===== config.mk =====
export PLATFORM = sky130hd
export DESIGN_NAME = z80fi_seq_check
export DESIGN_NICKNAME = d
export VERILOG_FILES = /design/src/rtl/z80fi_seq_pkg.sv /design/src/rtl/z80fi_state_cmp.sv /design/src/rtl/z80fi_seq_check.sv
export SDC_FILE = /design/constraint.sdc
export NUM_CORES = 1
export LEC_CHECK = 0
export ABC_AREA = 1
export CAP_MARGIN = 5
export CORE_MARGIN = 3
export CORE_UTILIZATION = 35
export CTS_CLUSTER_DIAMETER = 30
export CTS_CLUSTER_SIZE = 20
export DETAILED_ROUTE_END_ITERATION = 10
export PLACE_DENSITY_LB_ADDON = 0.08
export SYNTH_ARGS = -nofsm -noshare
export SYNTH_HDL_FRONTEND = slang
export SYNTH_SLANG_ARGS = --single-unit

===== constraint.sdc =====
create_clock -name clk -period 22.4 [get_ports clk]
set_clock_uncertainty 0.1 [all_clocks]
set_input_delay 5.6 -clock clk [delete_from_list [all_inputs] [get_ports clk]]
set_output_delay 5.6 -clock clk [all_outputs]
set_load 0.05 [all_outputs]

===== src/rtl/z80fi_seq_pkg.sv =====
`default_nettype none
// ============================================================================
// Module : z80fi_seq_pkg
// Brief  : Shared types and state-field layout for the z80fi sequence checker.
// Rev    : 1.0
// ============================================================================
package z80fi_seq_pkg;

  localparam int STATE_W = 210;
  localparam int NFIELDS = 26;

  typedef enum logic [4:0] {
    F_IP   = 5'd0,  F_A    = 5'd1,  F_F    = 5'd2,  F_B    = 5'd3,
    F_C    = 5'd4,  F_D    = 5'd5,  F_E    = 5'd6,  F_H    = 5'd7,
    F_L    = 5'd8,  F_A2   = 5'd9,  F_F2   = 5'd10, F_B2   = 5'd11,
    F_C2   = 5'd12, F_D2   = 5'd13, F_E2   = 5'd14, F_H2   = 5'd15,
    F_L2   = 5'd16, F_IX   = 5'd17, F_IY   = 5'd18, F_SP   = 5'd19,
    F_I    = 5'd20, F_R    = 5'd21, F_IFF1 = 5'd22, F_IFF2 = 5'd23,
    F_RSV0 = 5'd24, F_RSV1 = 5'd25
  } field_e;

  // Reserved codes have zero width and never mismatch.
  localparam int c_FIELD_OFF [NFIELDS] = '{
    0, 16, 24, 32, 40, 48, 56, 64, 72, 80, 88, 96, 104,
    112, 120, 128, 136, 144, 160, 176, 192, 200, 208, 209, 210, 210
  };
  localparam int c_FIELD_W [NFIELDS] = '{
    16, 8, 8, 8, 8, 8, 8, 8, 8, 8, 8, 8, 8,
    8, 8, 8, 8, 16, 16, 16, 8, 8, 1, 1, 0, 0
  };

  typedef enum logic [1:0] {
    ST_IDLE  = 2'd0,
    ST_TRACK = 2'd1,
    ST_DONE  = 2'd2,
    ST_FAIL  = 2'd3
  } chk_state_e;

endpackage
`default_nettype wire


===== src/rtl/z80fi_state_cmp.sv =====
`default_nettype none
// ============================================================================
// Module : z80fi_state_cmp
// Brief  : Field-wise compare of one state pair; reports lowest mismatching field.
// Rev    : 1.0
// ============================================================================
module z80fi_state_cmp
  import z80fi_seq_pkg::*;
#(
  parameter logic [NFIELDS-1:0] IGNORE_MASK = '0
) (
  input  logic [STATE_W-1:0] state_in,
  input  logic [STATE_W-1:0] state_ref,
  output logic               mismatch,
  output logic [4:0]         field
);

  logic [NFIELDS-1:0] w_diff;

  for (genvar f = 0; f < NFIELDS; f++) begin : g_field
    if (c_FIELD_W[f] > 0) begin : g_live
      assign w_diff[f] = (state_in[c_FIELD_OFF[f] +: c_FIELD_W[f]] !=
                          state_ref[c_FIELD_OFF[f] +: c_FIELD_W[f]]) & ~IGNORE_MASK[f];
    end else begin : g_rsv
      assign w_diff[f] = 1'b0;
    end
  end

  always_comb begin
    field = '0;
    for (int f = NFIELDS - 1; f >= 0; f--) begin
      if (w_diff[f]) field = 5'(f);
    end
  end

  assign mismatch = |w_diff;

endmodule
`default_nettype wire


===== src/rtl/z80fi_seq_check.sv =====
`default_nettype none
// ============================================================================
// Module : z80fi_seq_check
// Brief  : Checks retirement chaining (in == previous out) over DEPTH retirements.
// Rev    : 1.0
// ============================================================================
module z80fi_seq_check
  import z80fi_seq_pkg::*;
#(
  parameter int                 NRET         = 1,
  parameter int                 DEPTH        = 8,
  parameter logic [NFIELDS-1:0] IGNORE_MASK  = '0,
  parameter bit                 STOP_ON_FAIL = 1'b1
) (
  input  logic                    clk,
  input  logic                    reset,
  input  logic                    arm,
  input  logic [NRET-1:0]         z80fi_valid,
  input  logic [NRET*STATE_W-1:0] z80fi_state_in,
  input  logic [NRET*STATE_W-1:0] z80fi_state_out,
  output logic                    check,
  output logic                    busy,
  output logic                    fail,
  output logic                    fail_proto,
  output logic [1:0]              fail_chan,
  output logic [4:0]              fail_field,
  output logic [7:0]              retired
);

  chk_state_e         r_state, w_state_nxt;
  logic [STATE_W-1:0] r_shadow;
  logic               r_shadow_valid;
  logic [7:0]         r_retired;
  logic               r_fail, r_fail_proto;
  logic [1:0]         r_fail_chan;
  logic [4:0]         r_fail_field;

  logic [NRET-1:0]    w_cmp_mm;
  logic [4:0]         w_cmp_fld [NRET];
  logic [2:0]         w_nvalid;
  logic               w_proto;
  logic [1:0]         w_hole;
  logic               w_fail_found;
  logic [1:0]         w_fail_idx;
  logic [4:0]         w_fail_fld;
  logic [2:0]         w_accepted;
  logic [STATE_W-1:0] w_last_out;
  logic [8:0]         w_sum;
  logic               w_hit;
  logic               w_mm_err;

  // Channel 0 chains from the shadow, channel k from channel k-1's output.
  for (genvar k = 0; k < NRET; k++) begin : g_chan
    logic [STATE_W-1:0] w_ref;
    if (k == 0) begin : g_first
      assign w_ref = r_shadow;
    end else begin : g_next
      assign w_ref = z80fi_state_out[(k-1)*STATE_W +: STATE_W];
    end
    z80fi_state_cmp #(.IGNORE_MASK(IGNORE_MASK)) u_cmp (
      .state_in  (z80fi_state_in[k*STATE_W +: STATE_W]),
      .state_ref (w_ref),
      .mismatch  (w_cmp_mm[k]),
      .field     (w_cmp_fld[k])
    );
  end

  // Leading-ones count; any valid bit above the first hole is a protocol error.
  always_comb begin
    logic v_gap;
    v_gap    = 1'b0;
    w_nvalid = '0;
    w_proto  = 1'b0;
    w_hole   = '0;
    for (int k = 0; k < NRET; k++) begin
      if (z80fi_valid[k]) begin
        if (v_gap) w_proto = 1'b1;
        else       w_nvalid = w_nvalid + 3'd1;
      end else if (!v_gap) begin
        v_gap  = 1'b1;
        w_hole = 2'(k);
      end
    end
  end

  always_comb begin
    w_fail_found = 1'b0;
    w_fail_idx   = '0;
    w_fail_fld   = '0;
    w_accepted   = w_proto ? 3'd0 : w_nvalid;
    w_last_out   = '0;
    for (int k = 0; k < NRET; k++) begin
      if (!w_proto && !w_fail_found && (3'(k) < w_nvalid) && w_cmp_mm[k] &&
          ((k != 0) || r_shadow_valid)) begin
        w_fail_found = 1'b1;
        w_fail_idx   = 2'(k);
        w_fail_fld   = w_cmp_fld[k];
        w_accepted   = 3'(k);
      end
      if (3'(k + 1) == w_nvalid) w_last_out = z80fi_state_out[k*STATE_W +: STATE_W];
    end
    w_sum    = {1'b0, r_retired} + {6'd0, w_accepted};
    w_hit    = (w_sum >= 9'(DEPTH));
    // A mismatch on a channel past the DEPTH-th retirement is ignored.
    w_mm_err = w_fail_found && !w_hit;
  end

  assign check = (r_state == ST_TRACK) && !w_proto && w_hit;

  always_comb begin
    w_state_nxt = r_state;
    case (r_state)
      ST_IDLE:  if (arm) w_state_nxt = ST_TRACK;
      ST_TRACK: begin
        if (check)                                           w_state_nxt = ST_DONE;
        else if (STOP_ON_FAIL && (w_proto || w_mm_err))      w_state_nxt = ST_FAIL;
      end
      default:  w_state_nxt = r_state;
    endcase
  end

  always_ff @(posedge clk or posedge reset) begin
    if (reset) begin
      r_state        <= ST_IDLE;
      r_shadow       <= '0;
      r_shadow_valid <= 1'b0;
      r_retired      <= '0;
      r_fail         <= 1'b0;
      r_fail_proto   <= 1'b0;
      r_fail_chan    <= '0;
      r_fail_field   <= '0;
    end else begin
      r_state <= w_state_nxt;
      if (r_state == ST_TRACK) begin
        if (w_proto) begin
          r_fail_proto <= 1'b1;
          if (!r_fail) begin
            r_fail       <= 1'b1;
            r_fail_chan  <= w_hole;
            r_fail_field <= '0;
          end
        end else begin
          r_retired <= w_hit ? 8'(DEPTH) : w_sum[7:0];
          if (w_mm_err && !r_fail) begin
            r_fail       <= 1'b1;
            r_fail_chan  <= w_fail_idx;
            r_fail_field <= w_fail_fld;
          end
          if (w_nvalid != 3'd0) begin
            r_shadow       <= w_last_out;
            r_shadow_valid <= 1'b1;
          end
        end
      end
    end
  end

  assign busy       = (r_state == ST_TRACK);
  assign fail       = r_fail;
  assign fail_proto = r_fail_proto;
  assign fail_chan  = r_fail_chan;
  assign fail_field = r_fail_field;
  assign retired    = r_retired;

endmodule
`default_nettype wire


Word-level counts from Yosys, hierarchy flattened:

Cells that the tools add are included.

* register bits: 227
* bits of input ports: 424
* output and inout bits: 19
* logic and storage cells: 85

* add/subtract/negate cells: 1
* magnitude comparators: 2
* eq/ne operators: 28
* multiplexer cells: 34
* reduce and logical (&&, ||, !) cells: 14

Operators by type and width (count)
* $mux 210: 1
* $ne 8x8->1: 18
* $mux 5: 25
* $ne 16x16->1: 4
* $reduce_or 24->1: 1
* $add 8x3->9: 1
* $ge 9x4->1 const B: 1
* $mux 8: 1
* $mux 2: 3
* $logic_and 1x1->1: 5
* $pmux 2 s2: 1
* $reduce_and 2->1: 2
* $mux 1: 3
* $ne 3x2->1 const B: 1
* $reduce_and 3->1: 1
* $reduce_bool 3->1: 1
* $eq 2x1->1 const B: 1
* $logic_not 1->1: 2
* $logic_not 2->1: 1
* $ne 1x1->1: 2
* $ne 2x2->1 const B: 1
* $reduce_bool 2->1: 1
* $eq 1x1->1 const A: 1
* $lt 1x1->1 const A: 1

Depth between registers and ports, before layout:

* depth after elaboration: 26
* depth in mapped cells: 28
* mapped depth without buffers: 28

Cells and area by module:

A second synthesis with hierarchy kept.

* cells, all modules: 1087
* area total of the unflattened synthesis: 12617.1 µm²

Modules (own cells, without submodules)
* z80fi_seq_check: instances 1, cells each 557, area an instance 9442.8 µm², seq. area each 5680.4 µm²
* z80fi_state_cmp: instances 1, cells each 530, area an instance 3174.3 µm², seq. area each 0.0 µm²

Worst setup path after synthesis:

OpenSTA, ideal clock, no wires.

* path type: input-to-output
* from: in z80fi_state_in[65]
* to: out check
* arrival time: 8100 ps
* setup slack: 8600 ps
* stages on the path: 16
* cell sequence: or2_1 a2111oi_4 nand2_1 nor2_1 nand2_2 o31ai_4 nor2_2 nor2_1 ha_1 ha_1 nand3_1 xor2_1 nor3_1 nand4_1 nand2_1 inv_1

* longest elaborated chain between the ends: 8

RTL lines
* start, declared: RTL line z80fi_seq_check.sv:19 `input logic [NRET*STATE_W-1:0] z80fi_state_in,`
* $ne 8x8->1: RTL line z80fi_state_cmp.sv:22 `assign w_diff[f] = (state_in[c_FIELD_OFF[f] +: c_FIELD_W[f]] !=`
* $reduce_or 24->1: RTL line z80fi_state_cmp.sv:36 `assign mismatch = |w_diff;`
* $logic_and 1x1->1 (2 in a row): RTL line z80fi_seq_check.sv:93 `if (!w_proto && !w_fail_found && (3'(k) < w_nvalid) && w_cmp_mm[k] &&`
* $mux 1: RTL line z80fi_seq_check.sv:93
* $add 8x3->9: RTL line z80fi_seq_check.sv:102 `w_sum = {1'b0, r_retired} + {6'd0, w_accepted};`
* $ge 9x4->1: RTL line z80fi_seq_check.sv:103 `w_hit = (w_sum >= 9'(DEPTH));`
* $logic_and 1x1->1: RTL line z80fi_seq_check.sv:108 `assign check = (r_state == ST_TRACK) && !w_proto && w_hit;`
* end, declared: RTL line z80fi_seq_check.sv:21 `output logic check,`

No other way between the ends.

Worst setup path after layout:

* from: in z80fi_state_in[49]
* to: out check

The elaborated chain is that of the path after synthesis.

==> run summary <==
CTS resizes - 0
Layout cells sized above 1 - 20.5%
Synthesized flop and latch total - 227
Net Sw Frac - 20.5%
Worst Hold End - fail_field[2]
DR vias - 9312
Highest metal layer with signal wires - met5
Maximum single-stage delay on the critical path - 880 ps
WL per Instance - 16.5 um
Critical Path End Type - output port
Syn Area/Cell - 10.5 um2
Flop-to-flop setup slack - 18210 ps
Buf/Inv on CP - 3
Final setup vio count - 0
Period utilization - 68.8%
Worst-path clk slew - 40 ps
DP HPWL - 26400 um
Placer Congestion - 0.756
Area Growth Syn to Fin - 58.9%
GR Overflow Total - 0
Reg area - 0.00568 mm2
Largest net degree at the start of global routing - 198
Worst skew pair latency - 560 ps
Multi-input gate area - 0.00554 mm2
Met2 WL - 17200 um
Status - finished, final reports clean
Slew @ Worst Pin - 1080 ps
Hold path cells - 2
Met3 wire len - 3220 um
1st-iter DRT viols - 310
Yosys cell types - 37
Initial antenna violation count - 4
Crit start category - input pin
Hold buffers post-CTS - 0
CTS HTree Levels - 2
R2R depth - 19
Dpl cells - 1974
PD cells - 73.4 mW/mm2
Antenna viol nets, final - 0
EDFF count, synth - 0
Total negative slack - 0 ps
Cell repeated most along the worst path - nand2_1
Cells after synthesis - 1118
Ys async rst share - 100%
Max Cap Viol - 0
Num CTS Buffers - 61
Pre-Repair DR Iteration Count - 4
Core area - 0.0328 mm2
Slowest stage cell on the critical path - clkdlybuf4s50_1
Layout filler cell count - 2954
Gr usage total - 18.8%
Worst hold path startpoint - fail_field[2]
Die area - 0.0357 mm2
Max Slew Vio Count - 0
Die height - 189 um
Die width - 189 um
Post-Route WL - 34500 um
Finished Layout Cells - 2085
Comb power frac - 8.2%
Achievable frequency - 64.9 MHz
Clock Power Share - 61.7%
Internal Power - 1.09 mW
Register area share after synthesis - 48.5%
Initial Util - 35.7%
Rel. slew slack - 27.7%
Synthesized area - 0.0117 mm2
Critical Path RT - 16700 ps
CTS tree - done
Flop pwr share - 30.1%
Final-stage net count - 2021
Clock Sinks - 227
DRC Markers - 0
P_leak - 8.87 nW
Worst VDD drop - 0.0765 mV
Worst flop-to-flop path startpoint - g_chan[0].w_ref[49]
CTS root buf - clkbuf_16
Crit path max-delay family - simple AND/OR/NAND/NOR gates
Vias per inst - 4.47
Number of setup buffers added after CTS - 0
FP Rows - 66
WS Path Type - input pin to output port
Fin crit period - 15410 ps
First-pass GRT wire length - 52800 um
RSZ-0062 raised after global routing - no
Crit path cell chain - clkdlybuf4s50_1 -> xnor2_1 -> and3b_1 -> nand2_1 -> nor4_1 -> nand2_1 -> nor2_1 -> nand2_2 -> o31ai_4 -> nor2_2 -> nor2_1 -> ha_1 -> ha_1 -> nand3_1 -> xor2_1 -> nor3_1 -> nand4_1 -> nand2_1 -> inv_1 -> clkdlybuf4s50_1
Top_reg_cell synth - dfrtp_1
Crit path DAT - 9710 ps
P_sw - 280 uW
Synthesis Warnings - 0
Vias in the first global route - 9829
Endpoints failing hold - 0
Met1 WL - 13500 um
Port bufs - 439
RR Endpoint - fail_field[1]
# IOs - 443
CP max FO - 3
Clk buf depth - 3
Hold Path Class - flip-flop to flip-flop
## flip-flops by register name (all words and copies together), names as in the netlist
| name | count |
|---|---|
| r_shadow_valid | 1 |
| g_chan.w_ref | 210 |
| fail_field | 5 |
| r_state | 2 |
| retired | 8 |
| fail | 1 |
## metrics by stage
stage | hold slack [ps] | setup WS, ps | util, % | cell area (um2) | power (mW)
global route | 413 | 6630 | 56.8 | 18600 | 1.41
finish | 385 | 6990 | 56.8 | 18600 | 1.37
CTS | 390 | 6920 | 56.8 | 18600 | 1.38
detailed placement | 374 | 6940 | 50.6 | 16600 | 0.531
floorplan | 345 | 8600 | - | 11700 | 0.447
global placement | 363 | 7060 | 50.6 | 16600 | 0.530
## cell usage after synthesis, types with 2 or more instances
library cell | n | area (um2)
and3b_1 | 13 | 114
nand2_1 | 160 | 601
nand3_1 | 15 | 75.1
nor2_1 | 100 | 375
xor2_1 | 71 | 622
o21ai_1 | 3 | 15.0
nor4_2 | 8 | 100
or2_1 | 11 | 68.8
nor3_1 | 6 | 30.0
o21ai_0 | 4 | 20.0
buf_4 | 3 | 22.5
a2111oi_4 | 2 | 55.1
a22o_1 | 2 | 17.5
o21ai_2 | 3 | 26.3
clkbuf_1 | 26 | 97.6
inv_1 | 96 | 360
mux2_2 | 184 | 2070
a21oi_1 | 29 | 145
ha_1 | 2 | 25.0
dfrtp_1 | 227 | 5680
nand2_2 | 6 | 37.5
xnor2_1 | 76 | 666
o211ai_1 | 3 | 22.5
inv_2 | 3 | 11.3
or2_2 | 26 | 163
nor4_1 | 10 | 62.6
nand4_1 | 19 | 119
## kinds of logic (layout without fill, tap and decap cells)
family / after synthesis / after routing / synth area share [%]
buffers and inverters: 129 / 650 / 4.37
and+or+nand+nor: 380 / 380 / 15.4
AOI/OAI and AO/OA: 48 / 48 / 2.82
other: 1 / 5 / 0.0320
xor gates and xnor gates: 147 / 147 / 11.0
muxes: 184 / 184 / 17.7
adders and majority gates: 2 / 2 / 0.214
DFF: 227 / 227 / 48.5
## metal layers
metal	vias to the layer above	global-route usage [%]
met5	-	0
met4	6	4.44
met3	51	7.59
met2	314	33.0
met1	4324	21.4
li1	4617	-
## placed cells by master (no fill, tap or decap), types with 19 or more instances in the layout
cell type        instances
inv_1                   95
clkbuf_16               62
nand2_1                159
or2_2                   26
xnor2_1                 76
nand4_1                 19
nor2_1                 100
xor2_1                  71
mux2_2                 184
clkdlybuf4s50_1        439
dfrtp_1                227
a21oi_1                 29
## power groups by stage
stage               clock network [mW]  registers [mW]  logic [mW]
detailed placement                   0           0.418       0.113
floorplan                            0           0.418      0.0293
global route                     0.881           0.411       0.122
finish                           0.842           0.412       0.112
CTS                              0.858           0.412       0.114
global placement                     0           0.418       0.113
## worst reg2reg max path, cell delays in order, from the launching register on
cell and delay [ps]:
dfrtp_1 380, xnor2_1 150, and3b_1 160, nand2_1 50, nor4_1 510, nand2_1 140, nor2_1 270, nand2_2 120
o31ai_4 200, nor2_2 80, nor2_1 90, ha_1 180, ha_1 180, nand3_1 120, xor2_1 160, nor3_1 170
nand4_1 140, nor2_1 330, nand3_4 230, o31ai_1 300
## worst max-delay path by stage
stage	start	end	slack, ps	depth (start not counted)
after floorplan	z80fi_state_in[65]	check	8600	16
after global placement	z80fi_state_in[164]	check	7060	20
after detailed placement	z80fi_state_in[49]	check	6940	20
after CTS	z80fi_state_in[49]	check	6920	20
after global routing	z80fi_state_in[49]	check	6630	20
final	z80fi_state_in[49]	check	6990	20
## cell type report
| type | instances | share of cell area (%) |
|---|---|---|
| clock inverter | 23 | 1.59 |
| inverter | 99 | 2.04 |
| timing repair buffer | 442 | 23.8 |
| antenna | 2 | 0.0269 |
| tap | 442 | 2.97 |
| multi-input combinational | 764 | 29.7 |
| sequential | 227 | 30.5 |
| clock buffer | 86 | 9.30 |
No activity file was read; power rests on OpenSTA's default activity.
